--- config.mk ---
export PLATFORM = sky130hd
export DESIGN_NAME = wb_order_buf
export DESIGN_NICKNAME = d
export VERILOG_FILES = /design/src/rtl/wb_order_buf_pkg.sv /design/src/rtl/wb_order_buf_ptr_ctr.sv /design/src/rtl/wb_order_buf.sv
export SDC_FILE = /design/constraint.sdc
export NUM_CORES = 1
export LEC_CHECK = 0
export CAP_MARGIN = 40
export CELL_PAD_IN_SITES_DETAIL_PLACEMENT = 0
export CELL_PAD_IN_SITES_GLOBAL_PLACEMENT = 2
export CORE_UTILIZATION = 35
export CTS_CLUSTER_DIAMETER = 50
export DETAILED_ROUTE_END_ITERATION = 12
export GPL_TIMING_DRIVEN = 1
export PLACE_DENSITY_LB_ADDON = 0.1
export SLEW_MARGIN = 20
export SYNTH_ARGS = -nofsm -noshare
export SYNTH_HDL_FRONTEND = slang
export SYNTH_SLANG_ARGS = --single-unit
--- constraint.sdc ---
create_clock -name clk -period 3.7 [get_ports clk]
set_input_delay 0.555 -clock clk [delete_from_list [all_inputs] [get_ports clk]]
set_output_delay 0.555 -clock clk [all_outputs]
set_load 0.01 [all_outputs]
--- src/rtl/wb_order_buf_pkg.sv ---
// Shared definitions for the long-pipe writeback order buffer.
// WITF_* mirror the writeback instruction track FIFO geometry; the order
// buffer must be sized identically so that wb_en pops stay in lock-step.
package wb_order_buf_pkg;

   localparam int unsigned WITF_DEPTH  = 4;
   localparam int unsigned WITF_AWIDTH = 2;
   localparam int unsigned XLEN        = 64;
   localparam int unsigned RAW         = 5;

   // Pointer with an extra wrap flag above the index bits.
   typedef struct packed {
      logic                   wrap;
      logic [WITF_AWIDTH-1:0] idx;
   } witf_ptr_t;

endpackage : wb_order_buf_pkg

--- src/rtl/wb_order_buf_ptr_ctr.sv ---
// wb_ptr_ctr: wrap-flag pointer counter.
// Ports:
//   clk_i   rising-edge clock
//   rst_ni  asynchronous active-low reset
//   clr_i   synchronous clear (priority over inc_i)
//   inc_i   advance pointer by one
//   ptr_o   AW-bit index
//   wrap_o  wrap flag, toggles each time the index passes DEPTH-1
module wb_ptr_ctr #(
   parameter int unsigned AW = 2
) (
   input  logic          clk_i,
   input  logic          rst_ni,
   input  logic          clr_i,
   input  logic          inc_i,
   output logic [AW-1:0] ptr_o,
   output logic          wrap_o
);

   // Index and flag kept as one AW+1 counter: with DEPTH a power of two,
   // carry out of the index is exactly the flag toggle.
   logic [AW:0] cnt_q, cnt_d;

   always_comb begin
      cnt_d = cnt_q;
      if (clr_i) begin
         cnt_d = '0;
      end else if (inc_i) begin
         cnt_d = cnt_q + 1'b1;
      end
   end

   always_ff @(posedge clk_i or negedge rst_ni) begin
      if (!rst_ni) begin
         cnt_q <= '0;
      end else begin
         cnt_q <= cnt_d;
      end
   end

   assign ptr_o  = cnt_q[AW-1:0];
   assign wrap_o = cnt_q[AW];

endmodule : wb_ptr_ctr

--- src/rtl/wb_order_buf.sv ---
// wb_order_buf: in-order retirement buffer for long-pipe writeback.
// Entries are allocated at dispatch, completed out of order by tag, and
// retired strictly in allocation order to the single regfile write port.
// The ALU writeback has priority on that port.
// Ports:
//   clk, rst (async, active-low), flush
//   alloc_en/alloc_rd -> alloc_tag, full, empty       (dispatch side)
//   cmpl_valid/cmpl_tag/cmpl_data -> cmpl_ready       (long-pipe units)
//   alu_wen/alu_waddr/alu_wdata                       (ALU writeback)
//   rf_wen/rf_waddr/rf_wdata, wb_en                   (regfile, track FIFO pop)
module wb_order_buf
   import wb_order_buf_pkg::*;
#(
   parameter int unsigned DEPTH = wb_order_buf_pkg::WITF_DEPTH,
   parameter int unsigned AW    = wb_order_buf_pkg::WITF_AWIDTH,
   parameter int unsigned XLEN  = wb_order_buf_pkg::XLEN,
   parameter int unsigned RAW   = wb_order_buf_pkg::RAW
) (
   input  logic            clk,
   input  logic            rst,
   input  logic            flush,
   input  logic            alloc_en,
   input  logic [RAW-1:0]  alloc_rd,
   output logic [AW-1:0]   alloc_tag,
   output logic            full,
   output logic            empty,
   input  logic            cmpl_valid,
   input  logic [AW-1:0]   cmpl_tag,
   input  logic [XLEN-1:0] cmpl_data,
   output logic            cmpl_ready,
   input  logic            alu_wen,
   input  logic [RAW-1:0]  alu_waddr,
   input  logic [XLEN-1:0] alu_wdata,
   output logic            rf_wen,
   output logic [RAW-1:0]  rf_waddr,
   output logic [XLEN-1:0] rf_wdata,
   output logic            wb_en
);

   logic [AW-1:0]    wptr, rptr;
   logic             wwrap, rwrap;
   logic [DEPTH-1:0] vld_q, vld_d;
   logic [DEPTH-1:0] done_q, done_d;
   logic [RAW-1:0]   rd_q   [DEPTH];
   logic [XLEN-1:0]  data_q [DEPTH];
   logic             do_alloc, head_ok;

   wb_ptr_ctr #(.AW(AW)) u_wptr (
      .clk_i  (clk),
      .rst_ni (rst),
      .clr_i  (flush),
      .inc_i  (do_alloc),
      .ptr_o  (wptr),
      .wrap_o (wwrap)
   );

   wb_ptr_ctr #(.AW(AW)) u_rptr (
      .clk_i  (clk),
      .rst_ni (rst),
      .clr_i  (flush),
      .inc_i  (head_ok),
      .ptr_o  (rptr),
      .wrap_o (rwrap)
   );

   assign empty     = (rptr == wptr) && (rwrap == wwrap);
   assign full      = (rptr == wptr) && (rwrap != wwrap);
   assign alloc_tag = wptr;

   assign do_alloc   = alloc_en && !full && !flush;
   assign cmpl_ready = cmpl_valid && vld_q[cmpl_tag] && !done_q[cmpl_tag] && !flush;
   assign head_ok    = vld_q[rptr] && done_q[rptr] && !alu_wen && !flush;

   // Alloc (wptr) and retire (rptr) only share an index when full or empty,
   // where one of them is already blocked, so update order does not matter.
   always_comb begin
      vld_d  = vld_q;
      done_d = done_q;
      if (flush) begin
         vld_d  = '0;
         done_d = '0;
      end else begin
         if (do_alloc) begin
            vld_d[wptr]  = 1'b1;
            done_d[wptr] = 1'b0;
         end
         if (cmpl_ready) begin
            done_d[cmpl_tag] = 1'b1;
         end
         if (head_ok) begin
            vld_d[rptr]  = 1'b0;
            done_d[rptr] = 1'b0;
         end
      end
   end

   always_ff @(posedge clk or negedge rst) begin
      if (!rst) begin
         vld_q  <= '0;
         done_q <= '0;
      end else begin
         vld_q  <= vld_d;
         done_q <= done_d;
      end
   end

   // Payload storage, no reset: only read while the matching vld/done is set.
   always_ff @(posedge clk) begin
      if (do_alloc) begin
         rd_q[wptr] <= alloc_rd;
      end
      if (cmpl_ready) begin
         data_q[cmpl_tag] <= cmpl_data;
      end
   end

   always_comb begin
      rf_wen   = 1'b0;
      rf_waddr = '0;
      rf_wdata = '0;
      wb_en    = 1'b0;
      if (alu_wen) begin
         rf_wen   = 1'b1;
         rf_waddr = alu_waddr;
         rf_wdata = alu_wdata;
      end else if (head_ok) begin
         rf_wen   = 1'b1;
         rf_waddr = rd_q[rptr];
         rf_wdata = data_q[rptr];
         wb_en    = 1'b1;
      end
   end

endmodule : wb_order_buf

==> flow_metrics.py <==
metrics = {
    "outcome": {
        "status": "complete, no violations",
    },
    "critical_path": {
        "cp_cell_sequence": "inv_2, mux4_2, nor3_4, buf_6, a22o_1, clkdlybuf4s50_1",
        "crit_path_start_kind": "register",
        "crit_required_ns": 3.14,
        "r2r_setup_slack_ns": 1.32,
        "crit_path_end_kind": "output port",
        "path_class": "register to output port",
        "r2r-start": "u_rptr.cnt_q[0]",
        "r2r_end": "rd_q[0][2]",
        "max_stage_delay_ns": 0.58,
        "cp.buffers_inverters": 3,
        "r2r_cells": 5,
        "worstPathMaxFanout": 34,
        "critical-path-slowest-cell": "mux4_2",
        "crit_family": "buffers and inverters",
        "cp_data_arrival_time_ns": 2.98,
    },
    "power_and_ir_drop": {
        "p_leak_nw": 4.866,
        "power_density_nw_per_um2": 457.8,
        "irDropWorstVdd_mv": 0.3511,
    },
    "routing": {
        "dr.pass1.iters": 4,
        "drt_iter0_markers": 377,
        "routedWlPerCell_um": 20.43,
        "viasPerCell": 4.975,
        "drt-total-wl_um": 25420,
        "vias": 6189,
        "post-route-drc-count": 0,
        "ant_nets": 0,
    },
    "sta": {
        "finalCriticalPeriod_ns": 3.538,
        "hold_viol_final": 0,
        "setup_viol": 0,
        "rsz0062_at_grt": "false",
        "relSlewSlack_pct": 53.98,
        "fmax_mhz": 282.6,
        "fin_setup_tns_ns": 0,
        "clock_skew_ns": 0.01953,
        "fin_crit_sh_pct": 95.63,
        "worst_slew_pin_slew_ns": 0.6904,
        "drv_slew": 0,
    },
    "cells_and_area": {
        "drive_gt1_share_pct": 17.33,
        "area_growth_pct": 32.36,
        "finalNonFillerCells": 1244,
        "final_nets": 935,
        "diodes": 0,
    },
    "yosys": {
        "ys_top_cells_by_count": "edfxtp_1, mux4_2, a22o_1, clkbuf_1, dfrtp_1",
        "ys.flop_type": "edfxtp_1",
        "synthMostInstantiatedCell": "edfxtp_1",
        "syn_area_um2": 11570,
        "yosys-top-cells-area": "edfxtp_1, mux4_2, a22o_1",
        "seq_area_frac_synth_pct": 74.65,
        "synth_top_area_cell": "edfxtp_1",
        "async_reset_ff_share_pct": 4.828,
        "avgSynthCellArea_um2": 21.08,
        "synth_warnings": 0,
        "syn-num-nets": 703,
        "synth_top_area_share_pct": 71.62,
        "synth_edf_count": 276,
        "syn_inst": 549,
        "netlist-cell-type-count": 37,
        "ys_ff_latch": 290,
    },
    "grt": {
        "grt_first_pass_wirelength_um": 38990,
        "use_met1_pct": 19.46,
        "use_met2_pct": 26.50,
        "antenna_found_initial": 2,
        "grt-busiest-layer": "met2",
        "grt_max_degree": 74,
        "grt_usage_pct": 15.34,
        "overflow": 0,
        "grt_pass1_vias": 6676,
        "grtUsageMet3_pct": 3.506,
    },
    "placement": {
        "placed_cells_incl_taps": 1190,
        "gp_congestion": 0.7926,
        "port_buffers": 221,
        "dp_hpwl_um": 15210,
    },
    "clock_tree": {
        "post_cts_buffers": 0,
        "max-clock-path-buffers": 3,
        "numCtsBuffers": 31,
        "cts_root_buffer": "clkbuf_16",
        "cts_tree": "built",
        "cts.htree.levels": 1,
        "path_clk_slew_ns": 0.06,
        "clk_latency_ns": 0.55,
        "numClockSinks": 290,
    },
    "floorplan": {
        "die_x_um": 183.8,
        "die_h_um": 183.8,
        "start_util_pct": 35.57,
        "num_io_pins": 222,
        "dieArea_um2": 33800,
        "core_area_um2": 32540,
        "rows": 66,
    },
    "job": {
        "drv.max_cap_violation_count": 0,
    },
    "hold_path": {
        "hold_path_class": "input pin to async pin",
    },
}
-- kinds of logic after synthesis --
logic type	share of synthesized area, %
adder cells (fa/ha/maj)	0.8650
flip-flops	74.65
buffers and inverters	1.903
multiplexers	13.99
XOR/XNOR	0.3028
AND/OR/NAND/NOR	2.000
AO/OA/AOI/OAI	6.293
-- final cells by class --
cell class                      instances  area (um^2)
Inverter                                9        37.54
Sequential cell                       290         8646
Timing Repair Buffer                  233         2375
Tap cell                              442        553.0
Fill cell                            2817        17220
Multi-Input combinational cell        216         2721
Clock inverter                         18        190.2
Clock buffer                           36        794.5
-- routing by layer --
metal	part of all wire (%)	routed length, um
met5	0.10	26
met1	42	10720
met4	1.8	457
met3	5.8	1478
met2	50	12730
-- worst max path at each step --
stage | start | endpoint | slack, ns | cells after the start
floorplan | flush | done_q[3] | 0.63 | 5
CTS | u_rptr.cnt_q[0] | rf_wdata[9] | 0.04 | 6
global placement | u_rptr.cnt_q[0] | full | 0.67 | 5
detailed placement | u_rptr.cnt_q[0] | full | 0.63 | 5
finish | u_rptr.cnt_q[0] | rf_wdata[9] | 0.16 | 6
global route | u_rptr.cnt_q[0] | rf_wdata[9] | 0.01 | 6
-- sequential cells by signal, summed over array words and instances, names as in the netlist --
register	cells
rd_q	20
done_q	4
u_rptr.cnt_q	3
vld_q	4
u_wptr.cnt_q	3
data_q	256
-- power by group --
| part | total, mW | switching (mW) | internal [mW] |
|---|---|---|---|
| clock network | 2.98 | 1.18 | 1.80 |
| registers | 3.62 | 0.00886 | 3.61 |
| logic | 0.411 | 0.151 | 0.260 |
| total | 7.01 | 1.34 | 5.67 |
-- worst reg2reg max path, stage by stage, from the launching register on --
cell and delay (ns):
dfrtp_4 0.44, buf_16 0.47, xor2_1 0.29, or3_1 0.25
inv_2 0.12, nor2_1 0.45
-- through the flow --
| step | hold WS (ns) | cell area, um^2 | util [%] | setup slack [ns] | total power [mW] |
|---|---|---|---|---|---|
| 6_report | 0.4247 | 15320 | 47.08 | 0.1616 | 7.013 |
| 5_1_grt | 0.4637 | 15320 | 47.08 | 0.01110 | 7.256 |
| 4_1_cts | 0.4328 | 15300 | 47.03 | 0.03526 | 7.104 |
| 3_5_place_dp | 0.5669 | 14320 | 44.00 | 0.6303 | 4.105 |
| 3_3_place_gp | 0.5652 | 14310 | 43.99 | 0.6673 | 4.094 |
| 2_1_floorplan | 0.2594 | 11570 | - | 0.6316 | 3.806 |
-- what timing repair did --
action	CTS	global route
gates resized for setup	0	4
hold buffers	0	0
setup endpoints to repair	0	64
-- cell usage in the layout, fill, tap and decap left out, types with 2 or more instances in the layout --
cell	n
nand2b_1	3
inv_2	2
mux2i_1	2
dfrtp_1	12
a31oi_1	4
a311oi_1	2
or2_2	2
nand3b_1	2
buf_12	4
clkinv_2	6
clkdlybuf4s50_1	220
a221oi_1	3
buf_6	2
bufinv_16	4
nor2b_1	2
or3_1	2
mux2_2	2
mux4_2	70
xor2_1	2
inv_6	2
clkinv_1	8
nor3b_1	2
ha_1	8
o21ai_0	4
nor2_1	11
a211oi_1	3
inv_1	4
a22o_1	69
edfxtp_1	276
clkbuf_1	5
xnor2_1	2
nand2_1	10
nor3_1	3
dfrtp_4	2
buf_4	5
clkbuf_16	31
Power figures use the tool's default switching activity.
